--- config.mk ---
export PLATFORM = sky130hd
export DESIGN_NAME = pattern_game_engine
export DESIGN_NICKNAME = d
export VERILOG_FILES = /design/src/rtl/pattern_game_engine.sv
export SDC_FILE = /design/constraint.sdc
export NUM_CORES = 1
export LEC_CHECK = 0
export ABC_AREA = 0
export BUFFER_PORTS_ARGS = -buffer_cell sky130_fd_sc_hd__buf_4
export CAP_MARGIN = 40
export CORE_MARGIN = 3
export CORE_UTILIZATION = 25
export CTS_CLUSTER_DIAMETER = 80
export DETAILED_ROUTE_END_ITERATION = 7
export GPL_TIMING_DRIVEN = 0
export SLEW_MARGIN = 20
export SYNTH_ARGS = -nofsm -noshare
export SYNTH_HDL_FRONTEND = slang
export SYNTH_SLANG_ARGS = --single-unit
export TNS_END_PERCENT = 10
--- constraint.sdc ---
create_clock -name clock -period 7.05 [get_ports clock]
set_clock_uncertainty 0.2 [all_clocks]
set_input_delay 1.0575 -clock clock [delete_from_list [all_inputs] [get_ports clock]]
set_output_delay 1.0575 -clock clock [all_outputs]
set_load 0.03 [all_outputs]
--- src/rtl/pattern_game_engine.sv ---
// pattern_game_engine: memory-game FSM that grows, plays back and checks a random button sequence.
module pattern_game_engine #(
  parameter int NUM_BUTTONS = 8,
  parameter int MAX_LEN = 32,
  parameter int SHOW_CYCLES = 500,
  parameter int GAP_CYCLES = 250,
  parameter int TIMEOUT_CYCLES = 4000,
  parameter int LIVES = 3,
  parameter int SCORE_W = 6,
  parameter logic [15:0] SEED = 16'hACE1,
  localparam int IDX_W = $clog2(NUM_BUTTONS),
  localparam int LEN_W = $clog2(MAX_LEN + 1)
) (
  input  logic                   clock,
  input  logic                   reset,
  input  logic                   start,
  input  logic [1:0]             mode,
  input  logic [NUM_BUTTONS-1:0] buttons,
  output logic [NUM_BUTTONS-1:0] led,
  output logic                   active,
  output logic                   game_over,
  output logic                   win,
  output logic [SCORE_W-1:0]     score,
  output logic [SCORE_W-1:0]     high_score,
  output logic [2:0]             lives_left,
  output logic [LEN_W-1:0]       round_len
);
  localparam int SG = SHOW_CYCLES > GAP_CYCLES ? SHOW_CYCLES : GAP_CYCLES;
  localparam int TMAX = SG > TIMEOUT_CYCLES ? SG : TIMEOUT_CYCLES;
  localparam int TW = $clog2(TMAX + 1);
  typedef enum logic [2:0] {IDLE, EXTEND, SHOW_ON, SHOW_OFF, INPUT, MISS, OVER, WIN} state_t;
  state_t state_q, state_d;
  logic [15:0] lfsr_q, lfsr_d;
  logic prs_q;
  logic [1:0] mode_q, mode_d;
  logic [LEN_W-1:0] len_q, len_d, idx_q, idx_d, exp_idx;
  logic [TW-1:0] timer_q, timer_d;
  logic [SCORE_W-1:0] score_q, score_d, high_q, high_d, score_inc;
  logic [2:0] lives_q, lives_d;
  logic [IDX_W-1:0] pat_q [2**LEN_W];
  logic press_ev, hit, last, show_end, gap_end, tmo_end, timed, full;
  assign exp_idx = (mode_q == 2'd1) ? len_q - LEN_W'(1) - idx_q : idx_q;
  assign hit = buttons == (NUM_BUTTONS'(1) << pat_q[exp_idx]);
  // Only a rising edge of "any button" counts, so a press held across the INPUT entry is ignored.
  assign press_ev = (|buttons) & ~prs_q;
  assign last = idx_q == len_q - LEN_W'(1);
  assign show_end = timer_q == TW'(SHOW_CYCLES - 1);
  assign gap_end = timer_q == TW'(GAP_CYCLES - 1);
  assign tmo_end = timer_q == TW'(TIMEOUT_CYCLES - 1);
  assign timed = mode_q == 2'd2;
  assign full = len_q == LEN_W'(MAX_LEN);
  assign score_inc = &score_q ? score_q : score_q + SCORE_W'(1);
  always_comb begin
    lfsr_d = {1'b0, lfsr_q[15:1]} ^ (lfsr_q[0] ? 16'hB400 : 16'h0000);
    state_d = state_q;
    mode_d = mode_q;
    len_d = len_q;
    idx_d = idx_q;
    timer_d = timer_q;
    score_d = score_q;
    lives_d = lives_q;
    case (state_q)
      EXTEND: begin
        len_d = len_q + LEN_W'(1);
        idx_d = '0;
        timer_d = '0;
        state_d = SHOW_ON;
      end
      SHOW_ON: begin
        timer_d = show_end ? '0 : timer_q + TW'(1);
        state_d = show_end ? SHOW_OFF : SHOW_ON;
      end
      SHOW_OFF: begin
        timer_d = gap_end ? '0 : timer_q + TW'(1);
        idx_d = gap_end ? (last ? '0 : idx_q + LEN_W'(1)) : idx_q;
        state_d = gap_end ? (last ? INPUT : SHOW_ON) : SHOW_OFF;
      end
      INPUT: begin
        if (press_ev && !hit) state_d = MISS;
        else if (press_ev) begin
          timer_d = '0;
          idx_d = idx_q + LEN_W'(1);
          score_d = last ? score_inc : score_q;
          state_d = last ? (full ? WIN : EXTEND) : INPUT;
        end
        else if (timed && tmo_end) state_d = MISS;
        else timer_d = timer_q + TW'(1);
      end
      MISS: begin
        lives_d = lives_q - 3'd1;
        idx_d = '0;
        timer_d = '0;
        state_d = (lives_q == 3'd1) ? OVER : SHOW_ON;
      end
      default: if (start) begin
        state_d = EXTEND;
        mode_d = mode;
        score_d = '0;
        len_d = '0;
        lives_d = 3'(LIVES);
      end
    endcase
    high_d = ((state_d == OVER || state_d == WIN) && state_q != OVER && state_q != WIN
              && score_d > high_q) ? score_d : high_q;
  end
  always_ff @(posedge clock or posedge reset) begin
    if (reset) begin
      state_q <= IDLE;
      lfsr_q <= SEED;
      prs_q <= 1'b0;
      mode_q <= 2'd0;
      len_q <= '0;
      idx_q <= '0;
      timer_q <= '0;
      score_q <= '0;
      high_q <= '0;
      lives_q <= 3'(LIVES);
    end else begin
      state_q <= state_d;
      lfsr_q <= lfsr_d;
      prs_q <= |buttons;
      mode_q <= mode_d;
      len_q <= len_d;
      idx_q <= idx_d;
      timer_q <= timer_d;
      score_q <= score_d;
      high_q <= high_d;
      lives_q <= lives_d;
    end
  end
  always_ff @(posedge clock) begin
    if (state_q == EXTEND) pat_q[len_q] <= lfsr_q[IDX_W-1:0];
  end
  assign led = (state_q == SHOW_ON) ? NUM_BUTTONS'(1) << pat_q[idx_q] : '0;
  assign active = state_q inside {EXTEND, SHOW_ON, SHOW_OFF, INPUT, MISS};
  assign game_over = state_q == OVER;
  assign win = state_q == WIN;
  assign score = score_q;
  assign high_score = high_q;
  assign lives_left = lives_q;
  assign round_len = len_q;
endmodule

==> key figures, run 1 <==
Clock tree
  • Worst-Skew Late Latency: 0.56 ns
  • Clock Path Buffers: 3
  • Clock root cell: clkbuf_16
  • CTS H-tree lvls: 1
  • CTS Buf Count: 27
  • CTS tree: done
  • Cts hold-fix bufs: 0
  • CTS Sinks: 253
  • Clk slew on worst S/H paths: 0.07 ns

Global routing
  • First-pass GRT wire length: 61,000 um
  • Largest net degree at the start of global routing: 69
  • Number of global-route vias before repair: 9,895
  • Total grt overflow: 0
  • Initial antenna violation count: 0
  • GRT Overall Usage: 14.1%

Placement
  • Port Buffers: 43
  • HPWL Detailed: 28,800 um
  • Placed cell area: 14,800 sq um
  • RD Place Congestion: 0.922
  • Place WS: -1.28 ns

Setup path
  • CP Capture Type: register
  • CP max stage delay: 0.57 ns
  • Critical path's slowest cell: a2111oi_4
  • CP bufs+invs: 5
  • Worst Path Max Fanout: 6
  • Critical Path RT: 7.29 ns
  • Startpoint class of the critical path: register
  • Top Family by Delay on Critical Path: compound AO/OA/AOI/OAI gates
  • WP data arrival: 7.07 ns
  • WS Path Type: reg2reg

Synthesis
  • Syn avg cell area: 12.6 sq um
  • Synth top cells by count: 192 x edfxtp_1, 131 x nand2_1, 112 x nor2_1, 75 x mux4_2, 63 x a21oi_1
  • Ys flop type: edfxtp_1
  • EDFF count, synth: 192
  • Most common cell in the synthesized netlist: edfxtp_1
  • YS warnings: 0
  • Syn Std Cell Area: 13,500 sq um
  • Syn Nets: 1,107
  • Post-synth top area share: 42.7%
  • Async SR Flop Fraction: 24.1%
  • Register area share after synthesis: 54.1%
  • Area contributors post-synth: edfxtp_1 43%, mux4_2 13%, dfrtp_1 9.5%
  • Area leader, netlist: edfxtp_1
  • Post-Syn Instances: 1,074
  • Synth cell types: 79
  • #FFs+latches synth: 253

STA
  • WHS: 0.149 ns
  • Max-slew headroom: 42.0%
  • Least-Margin Pin Slew: 0.868 ns
  • Fmax: 146 MHz
  • # setup viols final: 0
  • Slew Viols, Final: 0
  • Hold Vio Cnt, Final: 0
  • Tmin final: 6.83 ns
  • Fin crit share: 96.9%
  • Final worst setup slack: 0.216 ns

Drt
  • Residual DRC: 0
  • Drt wl/cell: 22.0 um
  • DR iter-0 viols: 1,227
  • DR vias/cell: 5.33
  • Drt pass-1 iters: 5
  • Final WL: 41,500 um
  • Antenna viol nets, final: 0
  • Vias: 10,100

Floorplan
  • Core area: 53,000 sq um
  • Initial Util: 25.5%
  • Ports: 45
  • Chip Width: 238 um
  • Row cnt: 84
  • Die area: 56,800 sq um
  • Die height: 238 um

Min path
  • Hold WC Path Type: reg2reg

Finish
  • Ant. Diodes: 0
  • Share of layout cells above drive strength 1: 27.3%
  • Area Overhead vs Synth: 21.6%
  • Post-route cell area: 16,400 sq um
  • Fin nets: 1,209

Run status
  • Status: complete, no violations

Pwr
  • Power per cell area: 203 nW/um^2
  • VDD IR max: 0.158 mV
  • Pleak: 5.23 nW
  • Power, Total: 3.33 mW

Run
  • Max-cap violations: 0
==> worst reg2reg max path, delay by kind of cell (launching register included) <==
kind,cells,cell delay [ns]
buf+inv,5,0.68
simple gates,10,1.78
compound gates,9,2.01
mux,2,0.57
flops,1,0.46
fa+ha+maj,3,1.01
==> cells by family (layout without fill, tap and decap cells) <==
family / Yosys count / count (layout) / share of synthesized area [%]
compound gates: 203 / 203 / 10.9
xor+xnor: 13 / 13 / 0.844
fa+ha+maj: 20 / 20 / 1.91
buf+inv: 95 / 218 / 3.52
flops: 253 / 253 / 54.1
mux: 107 / 107 / 14.9
simple gates: 383 / 383 / 13.8
==> per-layer routing <==
metal  share of wire (%)  vias to the layer above  global-route usage [%]
met1                  39                     5041                    18.2
met4                 4.4                        0                    6.51
met5                   0                        -                       0
met2                  47                      571                    22.9
li1                    -                     4326                       -
met3                 9.5                      114                    2.85
==> where the power goes <==
part | internal, mW | switching (mW)
Combinational | 0.0584 | 0.0852
Sequential | 1.59 | 0.00294
Clock | 0.969 | 0.629
==> cell usage in the layout, fill, tap and decap left out, types with 8 or more instances in the layout <==
cell	instances
a221oi_2	19
clkbuf_16	30
nand2_1	131
xor2_1	9
dfstp_2	9
dfrtp_1	45
mux4_2	75
o21ai_0	39
nand2b_1	18
and3_1	16
edfxtp_1	192
nor3_1	8
a21oi_1	59
nor2b_1	12
buf_1	8
a22o_1	8
nor2_1	111
buf_4	71
inv_1	22
buf_6	13
nor4_1	8
buf_2	10
nand3_1	23
ha_1	15
mux2i_1	24
clkbuf_1	24
==> cell type report <==
cell class              instances  area [sq um]
fillers                      5290         36600
flip-flops and latches        253          7320
multi-input cells             726          5950
well taps                     688           861
repair buffers                 76           703
clock buffers                  27           676
plain buffers                  66           459
clock inverters                23           335
inverters                      26           101
==> path summary, 6_finish.rpt <==
check                             start             to  slack [ns]  depth (start not counted)
setup / recovery           round_len[1]  high_score[0]        0.22                         29
hold / removal                lfsr_q[3]      lfsr_q[2]        0.15                          0
hold reg to reg               lfsr_q[3]      lfsr_q[2]        0.15                          0
setup reg to reg           round_len[1]  high_score[0]        0.22                         29
min in group asynchronous         reset     lfsr_q[12]        0.20                          2
max in group asynchronous         reset  lives_left[1]        5.90                          3
==> what timing repair did <==
item                       CTS  global route
hold endpoints to repair     0             0
gates cloned                 0             4
buffers inserted             9            12
resized for setup           37            49
pin swaps                    7            28
setup endpoints to repair    6             6
==> through the flow <==
step	utilization, %	std cells	TNS [ns]
after global placement	27.7	1805	-11.57
after floorplan	-	1074	0
after CTS	30.3	1869	0
after global routing	31.0	1885	-0.131
after detailed placement	28.0	1813	-7.53
final	31.0	1885	0
==> state kept, by name, indices dropped and copies added (netlist names) <==
signal      cells
score           6
timer_q        12
idx_q           6
state_q         3
mode_q          2
lives_left      3
lfsr_q         16
pat_q         192
prs_q           1
round_len       6
high_score      6
Note: power is estimated with default switching activity, not from simulation.
==> run 2: changes to the inputs <==
==> constraint.sdc (replaced) <==
create_clock -name clock -period 7.05 [get_ports clock]
set_clock_uncertainty 0.2 [all_clocks]
set_input_delay 0.3525 -clock clock [delete_from_list [all_inputs] [get_ports clock]]
set_output_delay 0.3525 -clock clock [all_outputs]
set_load 0.03 [all_outputs]
==> run 2 against run 1 <==
Effect of this change:
- sequential cell count stayed put
- non-clock buffer count is 6 higher
- critical path depth is 3 higher
- wire length is 0.22% higher
- total power hardly changed
- core utilization is 0.11 points higher
- critical endpoint unchanged
- largest cell class unchanged
- highest routed layer unchanged
==> key figures, run 2 (same netlist as run 1, synthesis figures left out) <==
Clock tree
  • Clock Path Buffers: 3
  • CTS Buf Count: 27
  • CTS H-tree lvls: 1
  • Clk slew on worst S/H paths: 0.07 ns
  • CTS tree: done
  • Worst-Skew Late Latency: 0.56 ns
  • Clock root cell: clkbuf_16
  • CTS Sinks: 253

Pwr
  • Power per cell area: 202 nW/um^2
  • VDD IR max: 0.156 mV
  • Pleak: 5.26 nW

Setup path
  • Worst Path Max Fanout: 6
  • Critical Path RT: 7.29 ns
  • WP data arrival: 7.06 ns
  • CP bufs+invs: 7
  • Top Family by Delay on Critical Path: compound AO/OA/AOI/OAI gates
  • CP Capture Type: register
  • Critical path's slowest cell: fa_1
  • WS Path Type: reg2reg
  • Startpoint class of the critical path: register
  • CP max stage delay: 0.52 ns

STA
  • Tmin final: 6.83 ns
  • Least-Margin Pin Slew: 0.886 ns
  • Fin crit share: 96.8%
  • Setup tns final: 0 ns
  • Slew Viols, Final: 0
  • Hold Vio Cnt, Final: 0
  • Fmax: 146 MHz
  • Max-slew headroom: 40.8%
  • Final worst setup slack: 0.224 ns
  • # setup viols final: 0

Run status
  • Status: complete, no violations

Finish
  • Final non-filler cell total: 1,891
  • Largest registers: pat_q (192), lfsr_q (16), timer_q (12)
  • Fin nets: 1,215
  • Ant. Diodes: 0
  • Commonest non-fill, non-tap cell in the layout: edfxtp_1
  • Fill count: 5,284
  • Largest Register: pat_q
  • Largest register FFs: 192
  • Most frequent cells in the layout: 192 x edfxtp_1, 131 x nand2_1, 111 x nor2_1
  • Post-layout util: 31.1%
  • Share of layout cells above drive strength 1: 27.2%
  • Area Overhead vs Synth: 22.1%

Global routing
  • GRT Overall Usage: 14.1%
  • First-pass GRT wire length: 61,100 um
  • Number of global-route vias before repair: 9,907
  • Total grt overflow: 0
  • Largest net degree at the start of global routing: 69
  • Initial antenna violation count: 0

Floorplan
  • Ports: 45
  • Die area: 56,800 sq um
  • Initial Util: 25.5%
  • Die height: 238 um
  • Core area: 53,000 sq um
  • Chip Width: 238 um
  • Row cnt: 84

Drt
  • Drt wl/cell: 22.0 um
  • Antenna viol nets, final: 0
  • Residual DRC: 0
  • Final WL: 41,600 um
  • DR vias/cell: 5.33
  • DR iter-0 viols: 1,225
  • Vias: 10,100
  • Drt pass-1 iters: 6

Placement
  • HPWL Detailed: 28,800 um
  • Port Buffers: 43
  • DP Cell Count: 1,813
  • RD Place Congestion: 0.922
  • Place WS: -1.28 ns

Run
  • Max-cap violations: 0

Min path
  • Hold WC Path Type: in2async
## run 2: cell types whose count changed in the layout (fill, tap and decap cells not counted), sizes merged
cell / before / now
dlygate4sd3: 0 / 6
## run 2: metrics by stage
step / instance area (sq um) / power, mW / hold WS, ns
global placement: 14700 / 1.73 / 0.134
CTS: 16100 / 3.34 / 0.0323
finish: 16500 / 3.33 / 0.0526
detailed placement: 14800 / 1.74 / 0.0666
floorplan: 13500 / 1.70 / 0.131
global route: 16500 / 3.42 / 0.0565
## run 2: final timing paths
path	startpoint	endpoint	slack (ns)	cells past startpoint
max reg2reg	round_len[1]	high_score[0]	0.22	32
max	round_len[1]	high_score[0]	0.22	32
min reg2reg	lfsr_q[3]	lfsr_q[2]	0.15	0
min in group clock	lfsr_q[3]	lfsr_q[2]	0.15	0
max in group asynchronous	reset	lives_left[0]	6.05	4
min	reset	lfsr_q[12]	0.05	3
## run 2: metal layers
metal	vias up	global-route usage, %	routed length, um
met1	5006	18.2	16000
li1	4343	-	-
met5	-	0	0
met2	608	22.9	19400
met3	121	2.85	4210
met4	0	6.51	1920
## run 2: where the power goes
| group | switching, mW | leakage, nW | internal (mW) |
|---|---|---|---|
| Sequential | 0.00294 | 2.09 | 1.59 |
| Clock | 0.628 | 0.475 | 0.969 |
| Combinational | 0.0858 | 2.69 | 0.0602 |
## run 2: layout make-up
class	instances	area [sq um]	share of cell area (%)
clock inverter	23	335	2.04
multi-input combinational	726	5950	36.2
buffer	66	459	2.79
timing repair buffer	82	763	4.63
clock buffer	27	676	4.10
sequential	253	7320	44.4
tap	688	861	5.23
inverter	26	101	0.615
## run 2: tightest hold or removal path, delay by kind of cell
family	cells	cell delay, ns
buf+inv	3	0.79
## run 2: repair_timing
action | 4_1_cts | 5_1_grt
buffers inserted | 9 | 12
hold buffers | 6 | 0
endpoints found under the hold margin | 58 | 0
endpoints found under the setup margin | 6 | 6
pin swaps | 7 | 28
resized for setup | 37 | 49
gates cloned | 0 | 4
==> run 3: changes to the inputs <==
--- a/config.mk
+++ b/config.mk
@@ -13,6 +13,7 @@
 export CTS_CLUSTER_DIAMETER = 80
 export DETAILED_ROUTE_END_ITERATION = 7
 export GPL_TIMING_DRIVEN = 0
+export RECOVER_POWER = 50
 export SLEW_MARGIN = 20
 export SYNTH_ARGS = -nofsm -noshare
 export SYNTH_HDL_FRONTEND = slang
==> run 3 against run 2 <==
Effect of this change:
- the run now ends with max-capacitance violations, max-slew violations left
- clock power barely moved
- non-clock buffer count unchanged
- sequential cell count unchanged
- combinational power is essentially flat
- core utilization is 0.095 points lower
- highest routed layer unchanged
- sequential share of layout area increased by 0.082 points
- wire length about the same
- die area stayed put
- global-route usage unchanged
- total power about the same
- sequential power about the same
==> key figures, run 3 (same netlist as run 1, synthesis figures left out) <==
Drt
  • Highest Signal Layer: met4
  • Final WL: 41,600 um
  • Vias: 10,100
  • Residual DRC: 0
  • DR vias/cell: 5.33
  • Drt wl/cell: 22.0 um
  • Antenna viol nets, final: 0
  • DRT met1 WL: 16,300 um
  • Met3 Wirelength: 3950 um
  • Drt pass-1 iters: 7
  • DR iter-0 viols: 1,318
  • Routed wl met2: 19,500 um

Finish
  • Share of layout cells above drive strength 1: 26.8%
  • Largest register FFs: 192
  • Fin nets: 1,215
  • Ant. Diodes: 0
  • Final non-filler cell total: 1,891
  • Most frequent cells in the layout: 192 x edfxtp_1, 131 x nand2_1, 111 x nor2_1
  • Largest registers: pat_q (192), lfsr_q (16), timer_q (12)
  • Commonest non-fill, non-tap cell in the layout: edfxtp_1
  • Area Overhead vs Synth: 21.7%
  • Post-route cell area: 16,400 sq um
  • Fill count: 5,290
  • Largest Register: pat_q

Clock tree
  • CTS Sinks: 253
  • Worst-Skew Late Latency: 0.56 ns
  • CTS Buf Count: 27
  • CTS H-tree lvls: 1
  • Clk slew on worst S/H paths: 0.07 ns
  • Clock Path Buffers: 3
  • Clock root cell: clkbuf_16
  • CTS tree: done

Setup path
  • CP max stage delay: 0.57 ns
  • Worst Path Max Fanout: 6
  • Critical Path RT: 7.29 ns
  • CP Capture Type: register
  • WP data arrival: 7.08 ns
  • Startpoint class of the critical path: register
  • R2R cell count: 29
  • Critical path's slowest cell: a2111oi_4
  • WS Path Type: reg2reg
  • R2r endpoint: high_score[0]
  • Worst reg2reg setup slack: 0.21 ns
  • R2R Path Start: round_len[1]

Global routing
  • Largest net degree at the start of global routing: 69
  • Number of global-route vias before repair: 9,907
  • Total grt overflow: 0
  • GRT Overall Usage: 14.1%
  • First-pass GRT wire length: 61,100 um
  • Initial antenna violation count: 0

Floorplan
  • Ports: 45
  • Chip Width: 238 um
  • Core area: 53,000 sq um
  • Die height: 238 um
  • Initial Util: 25.5%
  • Die area: 56,800 sq um
  • Row cnt: 84

Pwr
  • Psw: 716 uW
  • Total internal power: 2.61 mW
  • Pleak: 5.24 nW
  • Power per cell area: 203 nW/um^2
  • VDD IR max: 0.156 mV
  • Sw frac: 21.5%
  • Part of the power in registers: 47.7%
  • Clock power frac: 47.9%
  • Comb power frac: 4.3%

STA
  • Fin crit share: 97.0%
  • # setup viols final: 0
  • Setup tns final: 0 ns
  • Least-Margin Pin Slew: 2.92 ns
  • Tmin final: 6.84 ns
  • Max-slew headroom: -94.5%
  • Hold Vio Cnt, Final: 0
  • Fmax: 146 MHz
  • Slew Viols, Final: 235

Placement
  • HPWL Detailed: 28,800 um
  • Placed cell area: 14,800 sq um
  • DP Cell Count: 1,813
  • RD Place Congestion: 0.922
  • Port Buffers: 43

Run status
  • Status: finished with violations
  • Failing checks: max-capacitance violations, max-slew violations

Run
  • Max-cap violations: 4

Min path
  • Hold WC Path Type: in2async
-- run 3: cell types whose count changed in the layout (fill, tap and decap cells not counted), sizes merged --
cell,previous run,this run
buf,115,112
clkbuf,54,57
clkinvlp,6,7
inv,28,27
-- run 3: worst max-delay path, delay by kind of cell, from the launching register on --
family                     cells  cell delay (ns)
AOI/OAI and AO/OA              9             2.01
DFF                            1             0.46
adders and majority gates      3             1.01
and+or+nand+nor               10             1.77
buffers and inverters          5             0.68
muxes                          2             0.57
-- run 3: metrics by stage --
stage	power, mW	hold slack [ns]	utilization [%]	setup slack [ns]
after floorplan	1.70	0.131	-	0.136
after global placement	1.73	0.134	27.7	-1.74
after detailed placement	1.74	0.0666	28.0	-1.28
after CTS	3.34	0.0323	30.4	0.000786
after global routing	3.42	0.145	31.0	-0.0288
final	3.33	0.113	31.0	0.213
-- run 3: area by class of cell --
type / instances / area, sq um / area share, %
Clock buffer: 27 / 676 / 4.12
Clock inverter: 23 / 335 / 2.04
Inverter: 26 / 100 / 0.610
Timing Repair Buffer: 82 / 723 / 4.40
Buffer: 66 / 459 / 2.80
Sequential cell: 253 / 7310 / 44.5
Tap cell: 688 / 861 / 5.24
Multi-Input combinational cell: 726 / 5950 / 36.3
-- run 3: per-layer routing --
metal / GRT usage, % / vias up
li1: - / 4341
met1: 18.2 / 5027
met3: 2.85 / 117
met2: 22.9 / 592
met5: 0 / -
met4: 6.51 / 0
-- run 3: what timing repair did --
| action | CTS | global route |
|---|---|---|
| hold endpoints to repair | 58 | 0 |
| hold buffers | 6 | 0 |
| cloned | 0 | 4 |
| setup endpoints to repair | 6 | 6 |
| pin swaps | 7 | 28 |
| resized for setup | 37 | 49 |
| setup buffers | 9 | 12 |
-- run 3: worst max-delay path by stage --
stage	startpoint	end
after detailed placement	idx_q[1]	high_score[0]
after global placement	idx_q[1]	high_score[3]
after floorplan	idx_q[1]	high_score[0]
after CTS	idx_q[1]	high_score[0]
final	round_len[1]	high_score[0]
after global routing	round_len[0]	high_score[1]
-- run 3: power by group through the flow --
stage,clock (mW),sequential [mW],combinational [mW]
after floorplan,0,1.62,0.0756
after global placement,0,1.62,0.114
after detailed placement,0,1.62,0.118
after CTS,1.62,1.59,0.128
after global routing,1.68,1.59,0.152
final,1.60,1.59,0.144
